File: config.mk
export PLATFORM = sky130hd
export DESIGN_NAME = stop_watch_ctrl
export DESIGN_NICKNAME = d
export VERILOG_FILES = /design/src/rtl/stop_watch_ctrl.sv
export SDC_FILE = /design/constraint.sdc
export NUM_CORES = 1
export LEC_CHECK = 0
export CORE_UTILIZATION = 51
export DETAILED_ROUTE_END_ITERATION = 7
export PLACE_DENSITY = 0.82
export SKIP_LAST_GASP = 1
export SYNTH_ARGS = -nofsm -noshare
export SYNTH_HDL_FRONTEND = slang
export SYNTH_SLANG_ARGS = --single-unit
File: constraint.sdc
create_clock -name clk -period 1.95 [get_ports clk]
set_input_delay 0.585 -clock clk [delete_from_list [all_inputs] [get_ports clk]]
set_output_delay 0.585 -clock clk [all_outputs]
set_load 0.03 [all_outputs]
File: src/rtl/stop_watch_ctrl.sv
// stop_watch_ctrl: button debounce plus start/stop/lap/clear sequencer
// for the three-digit BCD stopwatch.
//
// state | meaning
// ------+-------------------------------------------
// IDLE  | stopped and cleared, go=0
// RUN   | counting, display live, go=1
// LAP   | counting, display frozen on snapshot, hold=1
// PAUSE | stopped, value kept, go=0
module stop_watch_ctrl #(
  parameter int DB_CYCLES = 1_000_000,
  parameter int DB_W      = 20
) (
  input  logic       clk,
  input  logic       reset_n,
  input  logic [1:0] btn_n,
  input  logic [3:0] d2,
  input  logic [3:0] d1,
  input  logic [3:0] d0,
  output logic       go,
  output logic       clr,
  output logic       hold,
  output logic [3:0] disp2,
  output logic [3:0] disp1,
  output logic [3:0] disp0,
  output logic [1:0] state
);

  localparam logic [1:0] IDLE  = 2'b00;
  localparam logic [1:0] RUN   = 2'b01;
  localparam logic [1:0] LAP   = 2'b10;
  localparam logic [1:0] PAUSE = 2'b11;

  localparam logic [DB_W-1:0] DB_LAST = DB_W'(DB_CYCLES - 1);

  logic [1:0]           sync1_q, sync2_q;
  logic [1:0]           acc_q, acc_d, acc_dly_q;
  logic [1:0][DB_W-1:0] cnt_q, cnt_d;
  logic [1:0]           press_q;
  logic [1:0]           state_q, state_d;
  logic                 clr_q, clr_d;
  logic [11:0]          lap_q, lap_d;
  logic                 ss_ev, cl_ev;

  // Two-flop synchronizer on the inverted (active-high) buttons.
  always_ff @(posedge clk or negedge reset_n) begin
    if (!reset_n) begin
      sync1_q <= 2'b00;
      sync2_q <= 2'b00;
    end else begin
      sync1_q <= ~btn_n;
      sync2_q <= sync1_q;
    end
  end

  // Debounce: count while the synchronized level disagrees with the accepted one.
  always_comb begin
    acc_d = acc_q;
    cnt_d = cnt_q;
    for (int i = 0; i < 2; i++) begin
      if (sync2_q[i] == acc_q[i]) begin
        cnt_d[i] = '0;
      end else if (cnt_q[i] == DB_LAST) begin
        acc_d[i] = sync2_q[i];
        cnt_d[i] = '0;
      end else begin
        cnt_d[i] = cnt_q[i] + DB_W'(1);
      end
    end
  end

  // Accepted levels, counters and the registered rising-edge press pulses.
  always_ff @(posedge clk or negedge reset_n) begin
    if (!reset_n) begin
      acc_q     <= 2'b00;
      acc_dly_q <= 2'b00;
      cnt_q     <= '0;
      press_q   <= 2'b00;
    end else begin
      acc_q     <= acc_d;
      acc_dly_q <= acc_q;
      cnt_q     <= cnt_d;
      press_q   <= acc_q & ~acc_dly_q;
    end
  end

  // Start/stop wins over lap/clear when both arrive in the same cycle.
  assign ss_ev = press_q[1];
  assign cl_ev = press_q[0] & ~press_q[1];

  // Next-state, clear pulse and lap capture decisions.
  always_comb begin
    state_d = state_q;
    clr_d   = 1'b0;
    lap_d   = lap_q;
    case (state_q)
      IDLE: begin
        if (ss_ev)      state_d = RUN;
        else if (cl_ev) clr_d   = 1'b1;
      end
      RUN: begin
        if (ss_ev) begin
          state_d = PAUSE;
        end else if (cl_ev) begin
          state_d = LAP;
          lap_d   = {d2, d1, d0};
        end
      end
      LAP: begin
        if (ss_ev)      state_d = PAUSE;
        else if (cl_ev) state_d = RUN;
      end
      PAUSE: begin
        if (ss_ev) begin
          state_d = RUN;
        end else if (cl_ev) begin
          state_d = IDLE;
          clr_d   = 1'b1;
        end
      end
      default: state_d = IDLE;
    endcase
  end

  // State, clear pulse and lap snapshot registers.
  always_ff @(posedge clk or negedge reset_n) begin
    if (!reset_n) begin
      state_q <= IDLE;
      clr_q   <= 1'b0;
      lap_q   <= 12'h000;
    end else begin
      state_q <= state_d;
      clr_q   <= clr_d;
      lap_q   <= lap_d;
    end
  end

  assign go    = (state_q == RUN) || (state_q == LAP);
  assign hold  = (state_q == LAP);
  assign state = state_q;
  assign clr   = clr_q;

  // Frozen snapshot only while in LAP; otherwise the live digits.
  always_comb begin
    if (state_q == LAP) {disp2, disp1, disp0} = lap_q;
    else                {disp2, disp1, disp0} = {d2, d1, d0};
  end

endmodule

==> results.ini, run 1 <==
[timing]
finalSetupViolCount=15
post-route-min-period_ns=2.23
setup_slack_ns=-0.277
final_max_slew_viol_count=0
finalClockSkew_ns=0.00952
min_period_over_period_pct=114
tightestPinTransition_ns=0.465
finalHoldViolations=0
slew_headroom_pct=68.7
rsz0062_at_grt=yes
max_freq_mhz=449

[worst_setup_path]
critPathRequiredTime_ns=1.36
path_cells=inv_2 -> ha_4 -> buf_8 -> buf_6 -> mux2_4 -> buf_6
cp_max_fo=6
cp-end-kind=output pin
slowest_delay_ns=0.41
crit_path_frequent_cell=buf_6
critPathLaunchType=flip-flop
rr_endpoint=cnt_q[39]$_DFF_PN0_
critPathKind=reg -> out
arrival_ns=1.64
reg2regPathDepth=4
critical_path.slowest_cell=dfrtp_2
reg2reg_slack_ns=0.09
r2r_start=cnt_q[24]$_DFF_PN0_

[floorplan]
ios=33
coreArea_mm2=0.00592
die_area_mm2=0.00644
die_w_um=80.3
initial_core_util_pct=52.8
num_rows=28
fp.dieH_um=80.3

[clock_tree]
h-tree-depth=3
ctsRootBufferMaster=clkbuf_8
clockBufferDepth=2
cts_buffers=9
postCtsHoldBufs=0
clock_latency_ns=0.33
clk_pin_slew_ns=0.07
cts_tree=done
clkSinkCount=65

[detailed_routing]
drtIter0Drc=120
vias=2393
totalWireLength_mm=6.45
ant_nets=0
via_per_inst=5.51
wl_per_cell_um=14.9
first_pass_iters=6
drc=0

[final_layout]
fin_util_pct=69.0
final_cell_mix=dfrtp_1, nor2_1, buf_4
syn2layout_area_growth_pct=30.7
layout-drive-gt1-share_pct=27.3
layout.nets=376
diodes=0
final_common_cell=dfrtp_1

[global_routing]
antenna_found_initial=0
gr-total-overflow=0
busiest_layer=met2
gr-usage-met3_pct=4.66
grt_max_degree=66
grt_util_met2_pct=34.4
grt_util_all_layers_pct=21.0
met1_usage_pct=26.2
grt_pass1_vias=2268
grt_first_pass_wirelength_mm=10.2

[pwr]
ir_drop_v=0.000417
p_leak_nw=1.77
power_density_mw_per_mm2=681

[flow_run]
maxCapViolCount=0

[placed_design]
pre_cts_ws_ns=-0.529
dpl.hpwl_mm=4.07
io_buffer_count=32
place.gp.congestion=0.833

[synth]
synth_cells=288
ys_seq_area_share_pct=52.1
avgSynthCellArea_um2=10.8
yosys.cell_types.count=36
syn_nets=310
ys_seq_elements=65
ys_warn_count=0
synth_area_mm2=0.00312

[worst_hold_path]
hold_class=in -> async

[outcome]
violations=setup timing
status=finished with violations

[area by class of cell]
class                      count  area (µm²)
clock buffer                  14         173
multi-input combinational    205        1510
sequential                    65        1630
clock inverter                 2        35.0
fill                         405        1840
timing repair buffer          61         594
inverter                      12        50.0
tap                           75        93.8
[cell families after synthesis]
group	after synthesis	synth area share [%]
DFF	65	52.1
adders and majority gates	6	2.40
AOI/OAI and AO/OA	24	4.81
buffers and inverters	18	2.28
and+or+nand+nor	119	20.7
xor gates and xnor gates	30	8.41
muxes	26	9.37
[power by group]
group	switching, mW	internal, mW
combinational	0.0985	0.101
clock	0.491	0.695
sequential	0.0194	1.37
[state kept, by name, summed over array words and instances, names as in the netlist]
name,count
press_q,2
state,2
sync2_q,2
sync1_q,2
acc_dly_q,2
acc_q,2
lap_q,12
cnt_q,40
clr,1
[repair_timing]
action	4_1_cts	5_1_grt
gates resized for setup	77	13
endpoints found under the setup margin	15	20
pin swaps	1	0
hold endpoints to repair	0	0
buffers inserted	8	6
[stage by stage]
step	std cells	TNS [ns]	instance area (µm²)	power [mW]	hold WS (ns)
4_1_cts	429	-2.58	4020	2.78	0.270
3_3_place_gp	405	-4.61	3680	1.60	0.338
5_1_grt	434	-3.28	4080	2.86	0.269
6_report	434	-2.63	4080	2.78	0.242
2_1_floorplan	288	-0.0616	3190	1.50	0.289
3_5_place_dp	405	-4.77	3680	1.61	0.336
[cells in the mapped netlist (all sizes together)]
library cell | count | area share (%)
a21oi | 10 | 1.6
and2 | 3 | 0.60
and3 | 4 | 0.80
and4 | 2 | 0.56
buf | 4 | 0.60
clkbuf | 2 | 0.24
dfrtp | 65 | 52
ha | 6 | 2.4
inv | 12 | 1.4
mux2 | 26 | 9.4
nand2 | 13 | 1.6
nand3 | 15 | 2.4
nand3b | 3 | 0.72
nand4 | 12 | 2.9
nand4b | 3 | 0.84
nor2 | 34 | 4.1
nor2b | 3 | 0.60
nor3 | 7 | 1.1
nor3b | 1 | 0.24
nor4 | 9 | 1.8
nor4b | 1 | 0.28
o21a | 1 | 0.24
o21ai | 8 | 1.3
o21ba | 1 | 0.32
o21bai | 1 | 0.24
o22ai | 1 | 0.20
o31ai | 2 | 0.92
or2 | 1 | 0.20
or3 | 3 | 0.60
or4 | 3 | 0.72
or4b | 2 | 0.64
xnor2 | 19 | 5.3
xor2 | 11 | 3.1
[worst max-delay path: cells and delay by family (launching register included)]
kind / cells / cell delay [ns]
flip-flops: 1 / 0.41
multiplexers: 1 / 0.29
buffers and inverters: 4 / 0.45
adder cells (fa/ha/maj): 1 / 0.15
[layer usage]
metal  wire, µm  share of wire (%)
met5          0                  0
met4        147                2.3
met3        292                4.5
met2       3160                 49
met1       2850                 44
[how the worst max path moves through the flow]
stage | from | to | slack, ns | cells past startpoint
after floorplan | state[0]$_DFFE_PN0P_ | disp0[0] | -0.007 | 4
after global placement | d1[2] | disp1[2] | -0.49 | 3
after detailed placement | d0[1] | disp0[1] | -0.53 | 3
after CTS | state[0]$_DFFE_PN0P_ | disp2[3] | -0.28 | 6
after global routing | state[0]$_DFFE_PN0P_ | disp1[3] | -0.32 | 6
final | state[0]$_DFFE_PN0P_ | disp1[3] | -0.28 | 6
Power figures use the tool's default switching activity.
==> run 2: changes to the inputs <==
--- a/config.mk
+++ b/config.mk
@@ -8,6 +8,7 @@
 export CORE_UTILIZATION = 51
 export DETAILED_ROUTE_END_ITERATION = 7
 export PLACE_DENSITY = 0.82
+export RECOVER_POWER = 50
 export SKIP_LAST_GASP = 1
 export SYNTH_ARGS = -nofsm -noshare
 export SYNTH_HDL_FRONTEND = slang
==> run 2 against run 1 <==
  * The flow still finishes with violations (setup timing)
  * Cell count unchanged
  * Global-route usage unchanged
  * Flip-flop and latch count unchanged
  * Routed wire length about the same
  * Clock-buffer cell count unchanged
  * Clock power about the same
  * Critical path depth unchanged
  * Setup slack improved by 0.00083 ns
  * Clock skew about the same
  * Die area unchanged
  * Via count increased by 0.33%
  * Sequential share of layout area increased by 0.15 points
==> results.ini, run 2 (same netlist as run 1, synthesis figures left out) <==
[outcome]
status=finished with violations
violations=setup timing

[worst_setup_path]
critPathRequiredTime_ns=1.36
critPathLaunchType=flip-flop
cp-end-kind=output pin
reg2reg_slack_ns=0.09
cp_max_fo=6
r2r_start=cnt_q[24]$_DFF_PN0_
crit_path_frequent_cell=buf_6
path_cells=inv_2 -> ha_4 -> buf_8 -> buf_6 -> mux2_4 -> buf_6
critical_path.slowest_cell=dfrtp_2
slowest_delay_ns=0.41
rr_endpoint=cnt_q[39]$_DFF_PN0_
critPathKind=reg -> out
arrival_ns=1.64
reg2regPathDepth=4

[timing]
setup_slack_ns=-0.277
min_period_over_period_pct=114
rsz0062_at_grt=yes
finalSetupViolCount=15
slew_headroom_pct=7.49
final_max_slew_viol_count=0
finalHoldViolations=0
max_freq_mhz=449
tightestPinTransition_ns=1.39
post-route-min-period_ns=2.23
holdWs_ns=0.349
finalClockSkew_ns=0.00953

[floorplan]
initial_core_util_pct=52.8
ios=33
fp.dieH_um=80.3
coreArea_mm2=0.00592
die_area_mm2=0.00644
num_rows=28
die_w_um=80.3

[pwr]
clkPwrFrac_pct=42.7
internal_power_mw=2.17
p_sw_mw=0.609
p_comb_share_pct=7.0
p_sw_share_pct=21.9
p_leak_nw=1.76
ir_drop_v=0.000417
power_density_mw_per_mm2=682
p_total_mw=2.78
seq_power_share_pct=50.2

[final_layout]
diodes=0
largest_reg_flops=40
fin_cells=434
layout-drive-gt1-share_pct=27.3
final_common_cell=dfrtp_1
regMostFlops=cnt_q
final_cell_mix=dfrtp_1, nor2_1, buf_4
layout.nets=376
fill_cells=407
syn2layout_area_growth_pct=30.2
top_regs=cnt_q (40), lap_q (12)

[detailed_routing]
totalWireLength_mm=6.45
ant_nets=0
drtIter0Drc=117
drc=0
wl_per_cell_um=14.9
vias=2401
first_pass_iters=6
via_per_inst=5.53

[placed_design]
io_buffer_count=32
placedCellCount=405
dpl.hpwl_mm=4.07
place.gp.congestion=0.833

[clock_tree]
ctsRootBufferMaster=clkbuf_8
clk_pin_slew_ns=0.07
postCtsHoldBufs=0
h-tree-depth=3
clkSinkCount=65
clockBufferDepth=2
clock_latency_ns=0.33
cts_tree=done
cts_buffers=9

[worst_hold_path]
hold_class=reg -> reg
min_to=sync2_q[0]$_DFF_PN0_
worst_hold_startpoint=sync1_q[0]$_DFF_PN0_
min_path_cells=0

[global_routing]
antenna_found_initial=0
grt_max_degree=66
grt_util_all_layers_pct=21.0
grt_first_pass_wirelength_mm=10.2
grt_pass1_vias=2268
gr-total-overflow=0

[flow_run]
maxCapViolCount=0

run 2: cell counts in the layout (fill, tap and decap cells not counted):
Identical to the previous run, type by type.
run 2: worst max-delay path by stage:
stage | end | depth (start not counted) | slack, ns | startpoint
after floorplan | disp0[0] | 4 | -0.007 | state[0]$_DFFE_PN0P_
after global placement | disp1[2] | 3 | -0.49 | d1[2]
after detailed placement | disp0[1] | 3 | -0.53 | d0[1]
after CTS | disp2[3] | 6 | -0.28 | state[0]$_DFFE_PN0P_
after global routing | disp1[3] | 6 | -0.32 | state[0]$_DFFE_PN0P_
final | disp1[3] | 6 | -0.28 | state[0]$_DFFE_PN0P_
run 2: stage by stage:
stage	TNS (ns)	setup slack [ns]	utilization, %	area, µm²
global route	-3.28	-0.324	68.7	4070
detailed placement	-4.77	-0.529	62.2	3680
CTS	-2.58	-0.276	67.8	4020
floorplan	-0.0616	-0.00684	-	3190
finish	-2.62	-0.277	68.7	4070
global placement	-4.61	-0.492	62.2	3680
run 2: cell type report:
class / instances / area [µm²] / share of cell area, %
Clock buffer: 14 / 173 / 4.24
Clock inverter: 2 / 35.0 / 0.861
Tap cell: 75 / 93.8 / 2.31
Sequential cell: 65 / 1630 / 40.0
Timing Repair Buffer: 61 / 579 / 14.2
Inverter: 12 / 50.0 / 1.23
Multi-Input combinational cell: 205 / 1510 / 37.1
run 2: repair_timing:
item,CTS,global route
buffers inserted,8,6
pin swaps,1,0
resized for setup,77,13
setup endpoints to repair,15,20
run 2: layer usage:
metal	part of all wire (%)	GRT usage (%)
met5	0	0
met1	44	26.2
met2	49	34.4
met4	2.3	10.5
met3	4.6	4.66
run 2: power groups by stage:
stage / sequential [mW] / clock [mW] / combinational [mW]
after floorplan: 1.41 / 0 / 0.0870
after global placement: 1.42 / 0 / 0.183
after detailed placement: 1.42 / 0 / 0.187
after CTS: 1.39 / 1.19 / 0.195
after global routing: 1.40 / 1.24 / 0.213
final: 1.39 / 1.19 / 0.195
run 2: worst max-delay path, delay by kind of cell, from the launching register on:
family / cells / cell delay, ns
adders and majority gates: 1 / 0.15
buffers and inverters: 4 / 0.45
DFF: 1 / 0.41
muxes: 1 / 0.29
